--- config.mk ---
export PLATFORM = sky130hd
export DESIGN_NAME = fir_tx_sequencer
export DESIGN_NICKNAME = d
export VERILOG_FILES = /design/src/rtl/fir_ctrl_pkg.sv /design/src/rtl/rate_tick_gen.sv /design/src/rtl/fir_tx_sequencer.sv
export SDC_FILE = /design/constraint.sdc
export NUM_CORES = 1
export LEC_CHECK = 0
export BUFFER_PORTS_ARGS = -buffer_cell sky130_fd_sc_hd__buf_2
export CAP_MARGIN = 20
export CELL_PAD_IN_SITES_DETAIL_PLACEMENT = 0
export CELL_PAD_IN_SITES_GLOBAL_PLACEMENT = 1
export CORE_ASPECT_RATIO = 0.75
export CORE_MARGIN = 3
export CORE_UTILIZATION = 43
export CTS_BUF_LIST = sky130_fd_sc_hd__clkbuf_4
export CTS_CLUSTER_DIAMETER = 50
export DETAILED_ROUTE_END_ITERATION = 6
export HOLD_SLACK_MARGIN = 0.12
export PLACE_DENSITY = 0.78
export SLEW_MARGIN = 20
export SYNTH_ARGS = -nofsm -noshare
export SYNTH_HDL_FRONTEND = slang
export SYNTH_HIERARCHICAL = 1
export SYNTH_SLANG_ARGS = --single-unit
export TNS_END_PERCENT = 20
--- constraint.sdc ---
create_clock -name clock -period 3 [get_ports clock]
set_clock_uncertainty 0.1 [all_clocks]
set_input_delay 0 -clock clock [delete_from_list [all_inputs] [get_ports clock]]
set_output_delay 0 -clock clock [all_outputs]
set_load 0.005 [all_outputs]
--- src/rtl/fir_ctrl_pkg.sv ---
// Shared encodings for the polyphase transmit FIR control path.
// State codes and the phase values with fixed meaning to the FIR/PRBS datapath.
package fir_ctrl_pkg;

    typedef enum logic [1:0] {
        IDLE  = 2'd0,
        FILL  = 2'd1,
        RUN   = 2'd2,
        DRAIN = 2'd3
    } state_t;

    localparam int N_PHASES = 4;
    localparam int PHASE_W  = $clog2(N_PHASES);

    localparam logic [PHASE_W-1:0] PHASE_SHIFT = 2'b01;
    localparam logic [PHASE_W-1:0] PHASE_LAST  = 2'b11;

endpackage

--- src/rtl/rate_tick_gen.sv ---
// Sample-rate divider: counts 0..rate_q and emits one tick per sample period.
// The period is latched on load so that run-time changes to the input are ignored.
module rate_tick_gen #(
    parameter int NB_DIV = 8
) (
    input  logic              clock,
    input  logic              reset,
    input  logic              clear,
    input  logic              load,
    input  logic              run,
    input  logic [NB_DIV-1:0] rate_div,
    output logic              tick
);

    logic [NB_DIV-1:0] div_cnt;
    logic [NB_DIV-1:0] rate_q;

    assign tick = run & (div_cnt == rate_q);

    always_ff @(posedge clock) begin
        if (reset) begin
            div_cnt <= '0;
            rate_q  <= '0;
        end else begin
            if (load) begin
                rate_q <= rate_div;
            end
            if (clear || tick) begin
                div_cnt <= '0;
            end else if (run) begin
                div_cnt <= div_cnt + 1'b1;
            end
        end
    end

endmodule

--- src/rtl/fir_tx_sequencer.sv ---
// Sequencer for the 4-phase polyphase I/Q transmit FIR: sample tick, phase counter,
// PRBS symbol strobe, fill tracking, output-valid flag and downsampler strobe.
//
// state | meaning
// IDLE  | stopped; phase, divider and fill count held at zero
// FILL  | ticking, waiting for NBAUDS symbols to fill the FIR shift register
// RUN   | FIR output valid, free-running
// DRAIN | run dropped; finish the current symbol, then stop
module fir_tx_sequencer
    import fir_ctrl_pkg::*;
#(
    parameter int NB_DIV  = 8,
    parameter int NBAUDS  = 6,
    parameter int NB_FILL = 3
) (
    input  logic              clock,
    input  logic              i_reset,
    input  logic              i_enable,
    input  logic [NB_DIV-1:0] i_rate_div,
    input  logic [1:0]        i_phase_sel,
    output logic [2:0]        o_counter_mux,
    output logic              o_fir_enable,
    output logic              o_prbs_enable,
    output logic              o_fir_valid,
    output logic              o_ds_strobe,
    output logic              o_busy
);

    localparam logic [NB_FILL-1:0] FILL_LAST = NB_FILL'(NBAUDS - 1);

    state_t               state;
    logic [PHASE_W-1:0]   phase;
    logic [NB_FILL-1:0]   fill_cnt;
    logic                 active;
    logic                 tick;
    logic                 abort;
    logic                 shift_strobe;
    logic                 last_tick;

    assign active       = (state != IDLE);
    assign abort        = (state == FILL) && !i_enable;
    assign shift_strobe = tick && (phase == PHASE_SHIFT);
    assign last_tick    = tick && (phase == PHASE_LAST);

    rate_tick_gen #(
        .NB_DIV (NB_DIV)
    ) u_rate_tick_gen (
        .clock    (clock),
        .reset    (i_reset),
        .clear    ((state == IDLE) || abort),
        .load     ((state == IDLE) && i_enable),
        .run      (active),
        .rate_div (i_rate_div),
        .tick     (tick)
    );

    always_ff @(posedge clock) begin
        if (i_reset) begin
            state    <= IDLE;
            phase    <= '0;
            fill_cnt <= '0;
        end else begin
            if ((state == IDLE) || abort) begin
                phase <= '0;
            end else if (tick) begin
                phase <= phase + 1'b1;
            end

            unique case (state)
                IDLE: begin
                    fill_cnt <= '0;
                    if (i_enable) begin
                        state <= FILL;
                    end
                end
                FILL: begin
                    // Abort wins over a fill-completing strobe in the same cycle.
                    if (!i_enable) begin
                        state    <= IDLE;
                        fill_cnt <= '0;
                    end else if (shift_strobe) begin
                        if (fill_cnt == FILL_LAST) begin
                            state    <= RUN;
                            fill_cnt <= '0;
                        end else begin
                            fill_cnt <= fill_cnt + 1'b1;
                        end
                    end
                end
                RUN: begin
                    if (!i_enable) begin
                        state <= last_tick ? IDLE : DRAIN;
                    end
                end
                DRAIN: begin
                    if (last_tick) begin
                        state <= IDLE;
                    end
                end
                default: state <= IDLE;
            endcase
        end
    end

    assign o_busy        = active;
    assign o_fir_enable  = tick;
    assign o_prbs_enable = shift_strobe;
    assign o_ds_strobe   = tick && (state == RUN) && (phase == i_phase_sel);
    assign o_fir_valid   = (state == RUN) || (state == DRAIN);
    assign o_counter_mux = active ? {1'b0, phase} : 3'b000;

endmodule

; Word-level counts from Yosys, hierarchy flattened
; Index checks and enable logic that the tools add are counted.
; Widths: inputs -> output; s select.
[classes]
addsub = 3
eq_ne = 13
mux = 13
bitwise = 1
n_reduce_logical = 17
[op_table]
columns = op, n
row1 = $mux 2, 8
row2 = $mux 3, 3
row3 = $add 8x1->8 const B, 1
row4 = $eq 8x8->1, 1
row5 = $pmux 2 s4, 1
row6 = $eq 2x2->1 const B, 3
row7 = $logic_and 1x1->1, 6
row8 = $ne 2x2->1 const B, 3
row9 = $pmux 3 s2, 1
row10 = $reduce_and 5->1, 1
row11 = $eq 2x1->1 const B, 2
row12 = $reduce_bool 2->1, 2
row13 = $reduce_or 2->1, 2
row14 = $add 3x1->3 const B, 1
row15 = $eq 3x3->1 const B, 1
row16 = $logic_or 1x1->1, 3
row17 = $ne 3x2->1 const B, 1
row18 = $ne 3x3->1 const B, 1
row19 = $add 2x1->2 const B, 1
row20 = $eq 2x2->1, 1
row21 = $logic_not 2->1, 1
row22 = $reduce_and 2->1, 1
row23 = $and 1x1->1, 1
row24 = $logic_not 1->1, 1
[word_totals]
ff_bits = 23
inputBits = 13
out_inout_bits = 8
word_cells = 52

; Depth between registers and ports, before layout
; Gate-level depths: netlist of run 1.
[logic_depth]
depth_word = 6
ltp_mapped = 10
ltp_nobuf = 7

; Cells and area by module
; Netlist of run 1, hierarchy kept.
[modules_own_cells]
columns = mod, n_inst, cells_each, area_each_um2, seq_area_each_um2
row1 = rate_tick_gen, 1, 75, 753.2, 320.3
row2 = fir_tx_sequencer, 1, 54, 451.7, 140.1

; Worst setup path after synthesis of run 1
; OpenSTA, ideal clock, no wires.
[synth_timing]
path_type = register -> register
start = register state[1]
end = register fill_cnt[2]
setup_time_ps = 101
arrival_ps = 2100
required_ps = 2799
path_slack_ps = 699
path_stages_with_launch = 11
n_path_buf = 3
period_less_slack_ps = 2301
path_cell_list = dfxtp_1 > buf_6 > nor2_1 > inv_1 > clkbuf_2 > nand2_1 > nor3_4 > buf_2 > and4b_1 > or4b_1 > o41ai_1
[synth_via]
elab_chain_cells = 5
elab_cells_between_ends = 9
cone_classes = eq/ne (2) / mux (1) / bitwise (1) / reduce/logical (5)
[synth_rtl]
columns = element, line
row1 = from (decl), fir_tx_sequencer.sv:31  ; state_t state;
row2 = from (signal assigned), fir_tx_sequencer.sv:92  ; state <= last_tick ? IDLE : DRAIN;
row3 = $reduce_bool 2->1, fir_tx_sequencer.sv:40  ; assign active = (state != IDLE);
row4 = net o_busy, fir_tx_sequencer.sv:26  ; output logic o_busy
row5 = $and 1x1->1, rate_tick_gen.sv:18  ; assign tick = run & (div_cnt == rate_q);
row6 = net o_fir_enable, fir_tx_sequencer.sv:22  ; output logic o_fir_enable,
row7 = $logic_and 1x1->1, fir_tx_sequencer.sv:42  ; assign shift_strobe = tick && (phase == PHASE_SHIFT);
row8 = $ne 3x3->1 (no line), n/a
row9 = $reduce_and 2->1 (no line), n/a
row10 = to (signal assigned), fir_tx_sequencer.sv:86  ; fill_cnt <= fill_cnt + 1'b1;
row11 = to (decl), fir_tx_sequencer.sv:33  ; logic [NB_FILL-1:0] fill_cnt;
; The timed path passes the listed nets, and every way through them passes these cells.
; A chain may end at the register's enable or synchronous reset.

; Worst setup path in the final report of run 1
[layout_timing]
start = register state[1]
end = register state[0]
[layout_via]
elab_chain_cells = 6
elab_cells_between_ends = 17
cone_classes = eq/ne (8) / mux (3) / bitwise (1) / reduce/logical (5)
[layout_rtl]
columns = element, line
row1 = $reduce_bool 2->1, fir_tx_sequencer.sv:40
row2 = $and 1x1->1, rate_tick_gen.sv:18
row3 = $logic_and 1x1->1, fir_tx_sequencer.sv:43  ; assign last_tick = tick && (phase == PHASE_LAST);
row4 = $mux 2, fir_tx_sequencer.sv:92
row5 = $mux 2, fir_tx_sequencer.sv:91  ; if (!i_enable) begin
row6 = $pmux 2 s4, fir_tx_sequencer.sv:69  ; unique case (state)
; Several ways; a longest one is shown, not always the timed one. The select of a mux whose other input is x is not followed.

==> metrics.md, run 1 <==
| Metric | Value |
|---|---|
| Setup_tns | 0 ns |
| Syn nets | between 100 and 150 |
| Number of synthesized flops with an enable pin | 0 |
| Via Count | 1009 |
| Largest net degree at the start of global routing | 22 |
| Clock Root Buffer | clkbuf_4 |
| Total power draw | approximately 0.56 mW |
| #FFs+latches synth | 23 |
| Commonest cells post-synth | dfxtp_1, nor2_1, xnor2_1 |
| Final #Nets | 182 |
| Post-DR vias/cell | 5.07 |
| P&R area growth vs syn | 27.0% |
| Worst min-delay path category | input pin to primary output |
| Starting density of the core | roughly half |
| Yosys warns | 6 |
| Max-cap violations | 0 |
| Routability cong. | between 0.7 and 0.8 |
| Mapped cell area | 0.00120 mm^2 |
| Min Tclk post-route | 2.59 ns |
| F_max | 386 MHz |
| Multi-input gate area | about 670 um^2 |
| Post-route ant nets | 0 |
| Syn Inst Count | between 100 and 150 |
| Core ar. | 0.00248 mm^2 |
| Worst hold slack | 0.292 ns |
| First-pass GRT wire length | 4700 um |
| Full die area | 0.00348 mm^2 |
| Status | finished clean |
| Area contributors post-synth | dfxtp_1, xnor2_1, mux2i_1 |
| Initial antenna violation count | 0 |
| Inserted Clock Buffers | 3 |
| Tcrit/Tclk final | 86.2% |
| Slew Limit Fails | 0 |
| Critical path class | register to register |
| Worst skew pair latency | 0.31 ns |
| DP Wirelength | 1790 um |
| Initial DRC Count | just over 60 |
| FFs w/ async S/R, synth | 0% |
| Die Height | 51.8 um |
| Layout cells sized above 1 | 20.0% |
| Crit Path Max Fanout | 15 |
| Final wirelength | about 2700 um |
| Total global-route track usage | 18.1% |
| Placed cell area | 0.00131 mm^2 |
| # IOs | 21 |
| Hold Vio Cnt, Final | 0 |
| Cell accounting for the most synthesized area | dfxtp_1 |
| Initial DRT Pass Iterations | 4 |
| ANT cells | 0 |
| Vias in the first global route | 976 |
| Type of element capturing the critical path | register |
| Maximum vdd drop | 0.226 mV |
| DR DRC count | 0 |
| Post-detailed-route wirelength per cell | 13.4 um |
| Total grt overflow | 0 |
| Fillers | 214 |
| Register area share after synthesis | between 30% and 40% |
| Post-CTS setup buffers | 0 |
| Startpoint Class | register |
| Clock Sinks | 23 |
| Synth unique cells | 36 |
| Synth top area share | 38.2% |
| Worst endpoint data arrival time | 2.70 ns |
| RSZ-0062 raised after global routing | false |
| CTS Buffer Depth | 2 |
| WP data required | 3.11 ns |
| Htree depth | 1 |
| Final Non-Filler Cells | just under 200 |
| Finished Cell Area | 0.00153 mm^2 |
| Pwr dens | between 300 and 400 mW/mm^2 |
| Main synth FF type | dfxtp_1 |
| Die width | 67.1 um |
| Most common cell in the netlist | dfxtp_1 |
| Static leakage | 0.615 nW |
| Syn avg cell area | 9.34 um^2 |
| Clk pin slew, worst setup/hold paths | roughly 0.12 ns |
| Area occupied by registers | 460 um^2 |
| Port Buf Inserts | 19 |
| Endpoints failing setup | 0 |
| Row count | 15 |
| Cells after DPL | 176 |
| CTS tree | yes |
## where the power goes
group / switching [mW] / internal [mW] / leakage (nW)
Clock: 0.0930 / 0.0610 / 0.0184
Sequential: 0.00600 / 0.313 / 0.187
Combinational: 0.0378 / 0.0449 / 0.410
Total: 0.137 / 0.419 / 0.615
## logic make-up (layout without fill, tap and decap cells)
| family | Yosys count | in the layout | synth area share [%] |
|---|---|---|---|
| and+or+nand+nor | 53 | 53 | 26.6 |
| DFF | 23 | 23 | 38.2 |
| xor gates and xnor gates | 19 | 19 | 13.8 |
| buffers and inverters | 13 | 49 | 5.81 |
| muxes | 10 | 10 | 8.31 |
| AOI/OAI and AO/OA | 7 | 7 | 3.84 |
| adders and majority gates | 3 | 3 | 3.12 |
| other | 1 | 1 | 0.311 |
## metal layers
layer	vias to the layer above	global-route usage, %	share of wire (%)	wire length, um
li1	514	-	-	-
met3	2	4.97	7.8	209
met4	0	5.05	0.64	17
met5	-	0	0	0
met1	465	26.3	49	1300
met2	28	26.1	43	1140
## sequential cells by signal, indices dropped and copies added, names as in the netlist
signal	flops
state	2
fill_cnt	3
u_rate_tick_gen/rate_q	8
u_rate_tick_gen/div_cnt	8
phase	2
## cells in the final DEF (no fill, tap or decap), drive strengths merged
master / Yosys / final
dfxtp: 23 / 23
buf: 5 / 22
dlygate4sd3: 1 / 19
nor2: 18 / 18
xnor2: 13 / 13
mux2i: 10 / 10
nor4: 8 / 8
xor2: 6 / 6
nand2: 6 / 6
inv: 4 / 4
nand3b: 4 / 4
clkbuf: 3 / 4
nand4: 4 / 4
a21oi: 3 / 3
ha: 3 / 3
nor3: 3 / 3
nor2b: 2 / 2
and4b: 2 / 2
nand3: 2 / 2
and2: 1 / 1
or2: 1 / 1
o21ai: 1 / 1
or3: 1 / 1
a211oi: 1 / 1
or4b: 1 / 1
o41ai: 1 / 1
a211o: 1 / 1
conb: 1 / 1
## worst max-delay path, cell delays in order (launching register included)
cell and delay, ns:
dfxtp_1 0.50, nor2_1 0.12, inv_1 0.27, nand2_1 0.15, nor3_4 0.19, buf_4 0.26
and2_1 0.16, a211o_2 0.12, a21oi_1 0.05, dlygate4sd3_1 0.57
## what timing repair did
action                                 4_1_cts  5_1_grt
hold buffers                                19        0
gates resized for setup                      0        0
endpoints found under the hold margin       19        0
## worst paths after layout
| path | start | endpoint | slack (ns) | cells past startpoint |
|---|---|---|---|---|
| worst min register to register | fill_cnt[2] | fill_cnt[2] | 0.42 | 2 |
| worst max register to register | state[1] | state[0] | 0.41 | 9 |
| worst min-delay path | i_phase_sel[1] | o_ds_strobe | 0.29 | 4 |
| worst max-delay path | state[1] | state[0] | 0.41 | 9 |
## per-stage QoR
stage               util, %  setup slack (ns)
floorplan                 -             0.699
global placement       52.9             0.936
detailed placement     52.9             0.831
CTS                    61.8             0.454
global route           61.8             0.232
finish                 61.8             0.413
## final cells by class
cell class / instances / share of cell area, %
multi-input cells: 93 / 44.1
flip-flops and latches: 23 / 30.1
repair buffers: 41 / 20.1
well taps: 34 / 2.78
clock buffers: 4 / 1.96
inverters: 4 / 0.981
(Power assumes the default switching activity.)
==> run 2: changes to the inputs <==
--- a/config.mk
+++ b/config.mk
@@ -16,6 +16,7 @@
 export CTS_CLUSTER_DIAMETER = 50
 export DETAILED_ROUTE_END_ITERATION = 6
 export HOLD_SLACK_MARGIN = 0.12
+export MAX_ROUTING_LAYER = met4
 export PLACE_DENSITY = 0.78
 export SLEW_MARGIN = 20
 export SYNTH_ARGS = -nofsm -noshare
==> constraint.sdc (replaced) <==
create_clock -name clock -period 2.55 [get_ports clock]
set_clock_uncertainty 0.1 [all_clocks]
set_input_delay 0 -clock clock [delete_from_list [all_inputs] [get_ports clock]]
set_output_delay 0 -clock clock [all_outputs]
set_load 0.005 [all_outputs]
==> run 2 against run 1 <==
Fmax rose by 16%. First-iteration DRC count fell by 60%. Non-clock buffer count fell by 1. Global-route usage fell by 0.24 points. Wire length fell by 1.8%. Die area did not move. Worst setup slack got worse by 0.093 ns. Flip-flop and latch count did not move. Design area fell by 0.65%. Hold slack improved by 0.0013 ns. Core utilization fell by 0.40 points. Largest power group unchanged.
==> metrics.md, run 2 (synthesized netlist as in run 1, its figures left out) <==
| Metric | Value |
|---|---|
| Post-detailed-route wirelength per cell | about 13 um |
| Static leakage | 0.609 nW |
| Clk pin slew, worst setup/hold paths | 0.12 ns |
| # IOs | 21 |
| Min Tclk post-route | between 2 and 2.5 ns |
| Tcrit/Tclk final | 87.5% |
| Port Buf Inserts | 19 |
| Worst endpoint data arrival time | between 2 and 2.5 ns |
| Commonest non-fill, non-tap cell in the layout | dfxtp_1 |
| Row count | 15 |
| Initial DRC Count | 25 |
| Final Non-Filler Cells | 198 |
| CP top delay family | simple AND/OR/NAND/NOR gates |
| Initial DRT Pass Iterations | 4 |
| Final wirelength | 2620 um |
| Largest net degree at the start of global routing | 22 |
| Startpoint Class | register |
| Post-DR vias/cell | around 5.0 |
| Max incr delay on CP | 0.49 ns |
| First-pass GRT wire length | 4450 um |
| Total grt overflow | 0 |
| Full die area | 0.00348 mm^2 |
| Initial antenna violation count | 0 |
| DP Wirelength | 1810 um |
| Inserted Clock Buffers | 3 |
| ANT cells | 0 |
| Setup_tns | 0 ns |
| Starting density of the core | about half |
| Die width | 67.1 um |
| F_max | 448 MHz |
| Post-CTS setup buffers | 0 |
| Critical path class | register to register |
| Core ar. | 0.00248 mm^2 |
| Layout cells sized above 1 | 20.1% |
| WP data required | 2.66 ns |
| Cells after DPL | ~180 |
| RSZ-0062 raised after global routing | false |
| Total global-route track usage | 17.9% |
| DR DRC count | 0 |
| Critical path buffers and inverters | 1 |
| Clock Sinks | 23 |
| Slew Limit Fails | 0 |
| P&R area growth vs syn | 26.2% |
| Worst skew pair latency | 0.31 ns |
| Hold Vio Cnt, Final | 0 |
| Max-cap violations | 0 |
| Endpoints failing setup | 0 |
| Maximum vdd drop | ~0.27 mV |
| Final #Nets | 181 |
| CTS Buffer Depth | 2 |
| Die Height | 51.8 um |
| Vias in the first global route | 948 |
| Worst hold slack | 0.293 ns |
| Biggest regs | u_rate_tick_gen/div_cnt x8, u_rate_tick_gen/rate_q x8, fill_cnt x3 |
| Clock Root Buffer | clkbuf_4 |
| Worst min-delay path category | input pin to primary output |
| Total power draw | 0.649 mW |
| Type of element capturing the critical path | register |
| Pwr dens | approximately 430 mW/mm^2 |
| Via Count | 997 |
| Ordered cell list for the critical path | nor2_1 -> inv_1 -> nand2_1 -> nor3_4 -> and4b_1 -> or4b_1 -> o41ai_1 |
| Routability cong. | 0.782 |
| Post-route ant nets | 0 |
| Status | finished clean |
| Slowest-stage cell, CP | dfxtp_1 |
| Crit Path Max Fanout | 10 |
| CTS tree | yes |
| Htree depth | 1 |
| Most frequent cells in the layout | dfxtp_1, buf_2, nor2_1, dlygate4sd3_1, xnor2_1 |
-- run 2: cell types whose count changed in the layout (fill, tap and decap cells not counted), sizes merged --
cell	change
dlygate4sd3	-1
-- run 2: report_power, final --
part,internal (mW),total (mW),switching (mW)
registers,0.368,0.375,0.00739
clock network,0.0717,0.178,0.106
logic,0.0517,0.0954,0.0437
-- run 2: repair_timing --
action / in CTS / in global routing
setup endpoints to repair: 0 / 0
hold buffers: 18 / 0
endpoints found under the hold margin: 19 / 0
resized for setup: 0 / 0
-- run 2: worst paths after layout --
| check | slack, ns | to | start | cells past startpoint |
|---|---|---|---|---|
| max | 0.32 | fill_cnt[2] | state[1] | 7 |
| min reg2reg | 0.42 | fill_cnt[2] | fill_cnt[2] | 2 |
| max reg2reg | 0.32 | fill_cnt[2] | state[1] | 7 |
| min | 0.29 | o_ds_strobe | i_phase_sel[1] | 4 |
-- run 2: per-stage QoR --
stage          area (um^2)  setup WS [ns]  utilization [%]
6_report              1520          0.319             61.4
5_1_grt               1520          0.166             61.4
2_1_floorplan         1200          0.249                -
4_1_cts               1520          0.340             61.4
3_3_place_gp          1310          0.465             52.9
3_5_place_dp          1310          0.375             52.9
-- run 2: worst reg2reg max path, stage by stage, from the launching register on --
cell and delay, ns:
dfxtp_1 0.49, nor2_1 0.12, inv_1 0.26, nand2_1 0.14
nor3_4 0.22, and4b_1 0.29, or4b_1 0.44, o41ai_1 0.07
-- run 2: layout make-up --
| type | instances | area [um^2] |
|---|---|---|
| tap | 34 | 42.5 |
| inverter | 4 | 15.0 |
| clock buffer | 4 | 30.0 |
| multi-input combinational | 93 | 674 |
| fill | 229 | 957 |
| sequential | 23 | 460 |
| timing repair buffer | 40 | 298 |
-- run 2: routing by layer --
metal | part of all wire (%) | track usage, % | up-vias
li1 | - | - | 510
met5 | 0 | - | -
met3 | 6.1 | 4.54 | 2
met4 | 0.73 | 5.05 | 0
met1 | 50 | 24.5 | 460
met2 | 43 | 26.1 | 25
==> run 3: changes to the inputs <==
--- a/config.mk
+++ b/config.mk
@@ -17,7 +17,7 @@
 export DETAILED_ROUTE_END_ITERATION = 6
 export HOLD_SLACK_MARGIN = 0.12
 export MAX_ROUTING_LAYER = met4
-export PLACE_DENSITY = 0.78
+export PLACE_DENSITY = 0.8
 export SLEW_MARGIN = 20
 export SYNTH_ARGS = -nofsm -noshare
 export SYNTH_HDL_FRONTEND = slang
==> run 3 against run 2 <==
Sequential power barely moved. Total power rose by 0.22%. Final cell count rose by 1.0%. Critical path depth rose by 1. Non-clock buffer count rose by 2. Fmax fell by 3.5%. Core utilization rose by 0.71 points. Wire length rose by 0.80%. Count of clock-buffer cells in the layout did not move.
==> metrics.md, run 3 (synthesized netlist as in run 1, its figures left out) <==
| Metric | Value |
|---|---|
| Status | finished clean |
| Hold buffers post-CTS | 19 |
| Critical path class | register to register |
| Full die area | 0.00348 mm^2 |
| Ordered cell list for the critical path | xnor2_1 -> nand4_2 -> nor3_4 -> buf_4 -> nand2_1 -> nand3b_1 -> a21oi_1 -> dlygate4sd3_1 |
| Total grt overflow | 0 |
| Pint | between 0.4 and 0.5 mW |
| Clock Root Buffer | clkbuf_4 |
| Die Height | 51.8 um |
| Switch Pwr | 0.157 mW |
| Total global-route track usage | 18.4% |
| ANT cells | 0 |
| Post-detailed-route wirelength per cell | about 13 um |
| Crit Path Max Fanout | 14 |
| Post-DR vias/cell | 5.03 |
| Core ar. | 0.00248 mm^2 |
| Initial DRT Pass Iterations | 4 |
| Clk pwr share | 27.2% |
| Slowest-stage cell, CP | dlygate4sd3_1 |
| Hold Path Origin | i_phase_sel[1] |
| Maximum vdd drop | ~0.24 mV |
| Critical path buffers and inverters | 2 |
| Startpoint Class | register |
| Die width | 67.1 um |
| Pwr dens | 423 mW/mm^2 |
| # resized after CTS | 0 |
| F_max | 433 MHz |
| Row count | 15 |
| Initial antenna violation count | 0 |
| Hold Vio Cnt, Final | 0 |
| Slew Limit Fails | 0 |
| Commonest non-fill, non-tap cell in the layout | dfxtp_1 |
| Clock Sinks | 23 |
| Worst reg-to-reg setup slack | 0.24 ns |
| First-pass GRT wire length | 4640 um |
| Port Buf Inserts | 19 |
| WP data required | 2.66 ns |
| DP Wirelength | 1840 um |
| CTS tree | yes |
| RR Endpoint | state[0] |
| Biggest regs | u_rate_tick_gen/div_cnt x8, u_rate_tick_gen/rate_q x8, fill_cnt x3 |
| Layout cells sized above 1 | 20.5% |
| Max_slew headroom | about two thirds |
| Worst skew pair latency | between 0.3 and 0.4 ns |
| Net Sw Frac | 24.1% |
| Hold Crit Endpoint | o_ds_strobe |
| Worst endpoint data arrival time | between 2 and 2.5 ns |
| Sequential cell fraction of total power | 57.7% |
| Final #Nets | 183 |
| Post-route ant nets | 0 |
| Routability cong. | 0.852 |
| DR DRC count | 0 |
| CP top delay family | buffers and inverters |
| # IOs | 21 |
| Vias in the first global route | 1011 |
| Endpoints failing setup | 0 |
| Tcrit/Tclk final | roughly nine tenths |
| Htree depth | 1 |
| Inserted Clock Buffers | 3 |
| Final wirelength | around 2600 um |
| Setup_tns | 0 ns |
| Via Count | just over 1000 |
| Max incr delay on CP | 0.57 ns |
| Type of element capturing the critical path | register |
| Total power draw | 0.650 mW |
| Fillers | between 200 and 250 |
| Starting density of the core | between 40% and 50% |
| Min Tclk post-route | 2.31 ns |
| Logic gate share of total power | ~15% |
| Static leakage | between 0.6 and 0.7 nW |
| Max-cap violations | 0 |
| Hold Path Stages | 4 |
| Worst slew pin tran | about 0.5 ns |
| Worst min-delay path category | input pin to primary output |
| Largest net degree at the start of global routing | 22 |
| CTS Buffer Depth | 2 |
| RSZ-0062 raised after global routing | false |
| Most frequent cells in the layout | dfxtp_1, dlygate4sd3_1, buf_2 |
| R2R Path Start | u_rate_tick_gen/div_cnt[2] |
| Post-CTS setup buffers | 0 |
| Initial DRC Count | 68 |
| P&R area growth vs syn | 27.6% |
| R2R cell count | 8 |
| Clk pin slew, worst setup/hold paths | 0.12 ns |
run 3: how the worst max path moves through the flow:
stage	slack (ns)	end	cells past startpoint	startpoint
after CTS	0.25	state[0]	8	u_rate_tick_gen/div_cnt[2]
final	0.24	state[0]	8	u_rate_tick_gen/div_cnt[2]
after global routing	0.09	state[0]	8	u_rate_tick_gen/div_cnt[1]
after global placement	0.61	fill_cnt[2]	6	u_rate_tick_gen/div_cnt[1]
after detailed placement	0.53	fill_cnt[2]	6	u_rate_tick_gen/div_cnt[2]
after floorplan	0.25	fill_cnt[2]	10	state[1]
run 3: power groups by stage:
stage | combinational, mW | clock [mW] | sequential [mW]
6_report | 0.0982 | 0.177 | 0.375
5_1_grt | 0.108 | 0.208 | 0.377
3_3_place_gp | 0.0723 | 0 | 0.383
2_1_floorplan | 0.0513 | 0 | 0.382
4_1_cts | 0.0976 | 0.186 | 0.375
3_5_place_dp | 0.0745 | 0 | 0.383
run 3: area by class of cell:
| class | count | area (um^2) | area share (%) |
|---|---|---|---|
| clock buffers | 4 | 30.0 | 1.95 |
| flip-flops and latches | 23 | 460 | 29.9 |
| multi-input cells | 93 | 674 | 43.9 |
| repair buffers | 42 | 315 | 20.5 |
| inverters | 4 | 15.0 | 0.976 |
| well taps | 34 | 42.5 | 2.77 |
run 3: layer usage:
layer,wire (um),track usage (%),vias up
met3,173,5.18,4
met5,0,-,-
li1,-,-,513
met4,32,5.39,0
met2,1100,26.3,24
met1,1330,25.4,465
run 3: worst register-to-register path: stages, from the launching register on:
cell	delay, ns
dfxtp_1	0.47
xnor2_1	0.17
nand4_2	0.14
nor3_4	0.28
buf_4	0.25
nand2_1	0.09
nand3b_1	0.09
a21oi_1	0.06
dlygate4sd3_1	0.57
run 3: stage by stage:
step / setup slack, ns / utilization [%] / hold WS, ns / cells / instance area (um^2)
finish: 0.239 / 62.1 / 0.288 / 200 / 1540
global route: 0.0933 / 62.1 / 0.312 / 200 / 1540
CTS: 0.252 / 62.1 / 0.289 / 200 / 1540
detailed placement: 0.526 / 53.2 / 0.149 / 177 / 1320
global placement: 0.609 / 53.2 / 0.133 / 177 / 1320
floorplan: 0.249 / - / -0.0309 / 129 / 1200
